$ cat src/rtl/cordic_vectoring.sv
// Vectoring-mode CORDIC: rotates (x0,y0) onto the positive x axis, accumulating atan2(y0,x0) in z.
// Iterates one micro-rotation per clock after a quadrant pre-rotation on the capture edge.
module cordic_vectoring #(
   parameter int WIDTH    = 32,
   parameter int MAX_ITER = 16
) (
   input  logic             clk,
   input  logic             rst_n,
   input  logic             valid,
   input  logic [WIDTH-1:0] x0,
   input  logic [WIDTH-1:0] y0,
   input  logic [WIDTH-1:0] n,
   output logic [WIDTH-1:0] x,
   output logic [WIDTH-1:0] y,
   output logic [WIDTH-1:0] z,
   output logic             busy,
   output logic             done
);

   localparam int IW = $clog2(MAX_ITER + 1);

   localparam logic [1:0] IDLE = 2'd0;
   localparam logic [1:0] ITER = 2'd1;
   localparam logic [1:0] DONE = 2'd2;

   localparam logic signed [WIDTH-1:0] HALF_PI = WIDTH'(102944);

   // round(atan(2^-k) * 2^16); beyond k=16 the entry rounds to zero
   function automatic logic signed [WIDTH-1:0] atanEntry(input int k);
      case (k)
         0:       atanEntry = WIDTH'(51472);
         1:       atanEntry = WIDTH'(30386);
         2:       atanEntry = WIDTH'(16055);
         3:       atanEntry = WIDTH'(8150);
         4:       atanEntry = WIDTH'(4091);
         5:       atanEntry = WIDTH'(2047);
         6:       atanEntry = WIDTH'(1024);
         7:       atanEntry = WIDTH'(512);
         8:       atanEntry = WIDTH'(256);
         9:       atanEntry = WIDTH'(128);
         10:      atanEntry = WIDTH'(64);
         11:      atanEntry = WIDTH'(32);
         12:      atanEntry = WIDTH'(16);
         13:      atanEntry = WIDTH'(8);
         14:      atanEntry = WIDTH'(4);
         15:      atanEntry = WIDTH'(2);
         16:      atanEntry = WIDTH'(1);
         default: atanEntry = '0;
      endcase
   endfunction

   logic [1:0]              state_q, state_d;
   logic signed [WIDTH-1:0] xr_q, xr_d, yr_q, yr_d, zr_q, zr_d;
   logic signed [WIDTH-1:0] x_q, x_d, y_q, y_d, z_q, z_d;
   logic [IW-1:0]           i_q, i_d, ne_q, ne_d;

   logic signed [WIDTH-1:0] x0s, y0s, xShift, yShift;
   logic [IW-1:0]           neIn;

   assign x0s    = x0;
   assign y0s    = y0;
   assign xShift = xr_q >>> i_q;
   assign yShift = yr_q >>> i_q;
   assign neIn   = (n > WIDTH'(MAX_ITER)) ? IW'(MAX_ITER) : n[IW-1:0];

   always_comb begin
      state_d = state_q;
      xr_d    = xr_q;
      yr_d    = yr_q;
      zr_d    = zr_q;
      i_d     = i_q;
      ne_d    = ne_q;
      x_d     = x_q;
      y_d     = y_q;
      z_d     = z_q;
      case (state_q)
         IDLE, DONE: begin
            state_d = IDLE;
            if (valid) begin
               if (!x0s[WIDTH-1]) begin
                  xr_d = x0s;
                  yr_d = y0s;
                  zr_d = '0;
               end else if (!y0s[WIDTH-1]) begin
                  xr_d = y0s;
                  yr_d = -x0s;
                  zr_d = HALF_PI;
               end else begin
                  xr_d = -y0s;
                  yr_d = x0s;
                  zr_d = -HALF_PI;
               end
               i_d  = '0;
               ne_d = neIn;
               if (neIn == '0) begin
                  state_d = DONE;
                  x_d     = xr_d;
                  y_d     = yr_d;
                  z_d     = zr_d;
               end else begin
                  state_d = ITER;
               end
            end
         end
         ITER: begin
            if (!yr_q[WIDTH-1]) begin
               xr_d = xr_q + yShift;
               yr_d = yr_q - xShift;
               zr_d = zr_q + atanEntry(int'(i_q));
            end else begin
               xr_d = xr_q - yShift;
               yr_d = yr_q + xShift;
               zr_d = zr_q - atanEntry(int'(i_q));
            end
            i_d = i_q + IW'(1);
            // Results are published on the same edge that completes the last micro-rotation
            if (i_d == ne_q) begin
               state_d = DONE;
               x_d     = xr_d;
               y_d     = yr_d;
               z_d     = zr_d;
            end
         end
         default: state_d = IDLE;
      endcase
   end

   always_ff @(posedge clk or negedge rst_n) begin
      if (!rst_n) begin
         state_q <= IDLE;
         xr_q    <= '0;
         yr_q    <= '0;
         zr_q    <= '0;
         i_q     <= '0;
         ne_q    <= '0;
         x_q     <= '0;
         y_q     <= '0;
         z_q     <= '0;
      end else begin
         state_q <= state_d;
         xr_q    <= xr_d;
         yr_q    <= yr_d;
         zr_q    <= zr_d;
         i_q     <= i_d;
         ne_q    <= ne_d;
         x_q     <= x_d;
         y_q     <= y_d;
         z_q     <= z_d;
      end
   end

   assign x    = x_q;
   assign y    = y_q;
   assign z    = z_q;
   assign busy = (state_q == ITER);
   assign done = (state_q == DONE);

endmodule
$ cat config.mk
export PLATFORM = sky130hd
export DESIGN_NAME = cordic_vectoring
export DESIGN_NICKNAME = d
export VERILOG_FILES = /design/src/rtl/cordic_vectoring.sv
export SDC_FILE = /design/constraint.sdc
export NUM_CORES = 1
export LEC_CHECK = 0
export CORE_ASPECT_RATIO = 0.5
export CORE_MARGIN = 3
export CORE_UTILIZATION = 30
export DETAILED_ROUTE_END_ITERATION = 10
export SLEW_MARGIN = 5
export SYNTH_ARGS = -nofsm -noshare
export SYNTH_HDL_FRONTEND = slang
export SYNTH_SLANG_ARGS = --single-unit
$ cat constraint.sdc
create_clock -name clk -period 16.05 [get_ports clk]
set_input_delay 3.21 -clock clk [delete_from_list [all_inputs] [get_ports clk]]
set_output_delay 3.21 -clock clk [all_outputs]
set_load 0.01 [all_outputs]
==> impl_metrics.csv <==
group,metric,value,unit
status,status,"finished clean",
critical_path,arrival,8.48,ns
synthesis,async_flop_share,100.0,%
synthesis,yosys-top-cells-count,"a21oi_1 (308), nor2_1 (308), nand2_1 (269)",
clock_tree,root_buffer,"clkbuf_16",
die,core_area,0.06985,mm²
synthesis,synth_largest_area_cell,"dfrtp_1",
clock_tree,htree_num_levels,1,
sta,finalClockSkew,0.02622,ns
synthesis,syn_avg_cell_area,8.123,µm²
critical_path,crit_type,"register to register",
die,dieArea,0.07500,mm²
sta,max_freq,124.2,MHz
synthesis,synthTopCellsByArea,"dfrtp_1 (24%), mux4_2 (8.0%), a21oi_1 (7.2%)",
synthesis,yosys_most_used_dff,"dfrtp_1",
clock_tree,clock_latency,0.56,ns
die,start_util,30.74,%
sta,finalCritPeriodShare,50.15,%
grt,antenna_found_initial,6,
sta,hold_ws,0.4826,ns
critical_path,crit_slowest_cell,"dfrtp_4",
drt,via_per_inst,5.889,
drt,wl_per_cell,24.00,µm
clock_tree,cts_sinks,204,
sta,fin_ws,8.001,ns
synthesis,synthCells,2643,
layout,fillers,7189,
synthesis,yosys_warnings,0,
layout,multiInputGateArea,0.01542,mm²
layout,nets,2942,
grt,grt_overflow,0,
run,cap_violations,0,
sta,rsz0062_at_grt,"no",
die,rows,68,
placement,gp_congestion,0.9731,
critical_path,crit_top_cell,"a211oi_1",
sta,finalMaxSlewViolations,0,
synthesis,ys_types,88,
layout,area_growth,15.98,%
grt,first_global_vias,19887,
sta,setup_viol,0,
layout,n_antenna_cell,0,
die,die_w,384.3,µm
layout,drive_gt1_share,7.984,%
synthesis,synth.net_count,2860,
clock_tree,post_cts_buffers,0,
critical_path,slowest_delay,0.74,ns
placement,hpwl,66.73,mm
synthesis,ys_ff_latch,204,
placement,portBuffers,196,
critical_path,crit_fanout,47,
placement,pre_cts_ws,8.188,ns
drt,antenna_left,0,
critical_path,end_kind,"register",
grt,grt_max_degree,105,
synthesis,syn_area,0.02147,mm²
drt,drc,0,
layout,seqCellArea,0.005120,mm²
sta,tightest_slew,1.266,ns
critical_path,path_cells,"buf_4 -> mux4_2 -> mux2i_1 -> o22ai_1 -> a221oi_2 -> nand4_2 -> nor4b_4 -> and2_1 -> and2b_1 -> xnor2_1 -> o22ai_1 -> ha_1 -> and3_1 -> a221oi_1 -> o21ai_0 -> a211oi_1 -> a211oi_1 -> o311a_1 -> a211oi_1 -> mux2i_1 -> o221a_2",
die,die_y,195.2,µm
grt,grt_first_pass_wirelength,131.2,mm
sta,setup_tns,0,ns
grt,grt_usage,22.68,%
synthesis,synth-edff-count,0,
clock_tree,post_cts_resized,0,
drt,wl,88.50,mm
clock_tree,clockBufferDepth,3,
synthesis,synth.top_cell.area_share,23.78,%
critical_path,crit_required,16.48,ns
die,io_pins,197,
critical_path,setup.worst_path.start_class,"register",
drt,first_pass_iters,6,
min_path,hold_path_class,"register to register",
clock_tree,cts_buffers,24,
clock_tree,cts_tree,"done",
clock_tree,holdBufCountCts,0,
synthesis,yosysSeqAreaShare,23.78,%
sta,slew_headroom,15.50,%
sta,fin_crit,8.049,ns
sta,final_hold_viol_count,0,
drt,vias,21717,
clock_tree,clk_transition_reported_paths,0.08,ns
drt,drtIter0Drc,2862,
layout by cell type (no fill, tap or decap), types with 61 or more instances in the layout:
cell             count
a21oi_1            308
nor2_1             306
nand2_1            268
dfrtp_1            198
clkdlybuf4s50_1    193
o21ai_0            153
ha_1               115
xnor2_1            104
xor2_1              90
mux2i_1             83
mux4_2              76
a211oi_1            62
a21o_1              61
registers in the layout (all words and copies together) (netlist names):
| register | flops |
|---|---|
| x | 32 |
| xr_q | 32 |
| y | 32 |
| yr_q | 32 |
| z | 32 |
| zr_q | 32 |
| i_q | 5 |
| ne_q | 5 |
| state_q | 2 |
layer usage:
layer  track usage [%]  share of wire, %  vias up
met5                 0             0.029        -
met4             4.786               2.2        4
met3             8.514                12      113
met2             31.84                41      975
met1             32.75                44    10684
li1                  -                 -     9941
worst max-delay path, delay by kind of cell, from the launching register on:
family / cells / cell delay (ns)
DFF: 1 / 0.74
muxes: 3 / 1.02
AOI/OAI and AO/OA: 10 / 3.34
and+or+nand+nor: 5 / 1.65
buffers and inverters: 1 / 0.68
adders and majority gates: 1 / 0.35
xor gates and xnor gates: 1 / 0.07
stage by stage:
step                      cells  utilization, %  instance area [µm²]
after floorplan            2643               -                21470
after global routing       3688           35.65                24900
after detailed placement   3644           34.48                24080
final                      3688           35.65                24900
after CTS                  3688           35.65                24900
after global placement     3644           34.48                24080
area by class of cell:
| class | count | share of cell area (%) |
|---|---|---|
| Clock buffer | 35 | 2.945 |
| Clock inverter | 9 | 0.3316 |
| Tap cell | 945 | 4.748 |
| Timing Repair Buffer | 225 | 8.743 |
| Multi-Input combinational cell | 2222 | 61.93 |
| Inverter | 48 | 0.7437 |
| Sequential cell | 204 | 20.56 |
worst paths after layout:
check / startpoint / endpoint / slack [ns] / cells past startpoint
worst max-delay path: i_q[0] / x[28] / 8.00 / 21
worst min-delay path: z[3] / z[3] / 0.48 / 2
worst max register to register: i_q[0] / x[28] / 8.00 / 21
worst min register to register: z[3] / z[3] / 0.48 / 2
max in group asynchronous: rst_n / xr_q[15] / 11.97 / 2
min in group asynchronous: rst_n / z[23] / 2.74 / 1
cell families (layout without fill, tap and decap cells):
group / Yosys count / count (layout) / share of synthesized area [%]
compound gates: 861 / 861 / 25.14
xor+xnor: 195 / 195 / 8.019
fa+ha+maj: 118 / 118 / 6.982
buf+inv: 217 / 317 / 4.505
flops: 204 / 204 / 23.78
mux: 180 / 180 / 13.00
simple gates: 868 / 868 / 18.59
Power is not shown: default switching activity piles up to over one toggle a cycle in this logic, so the estimate is an artifact.
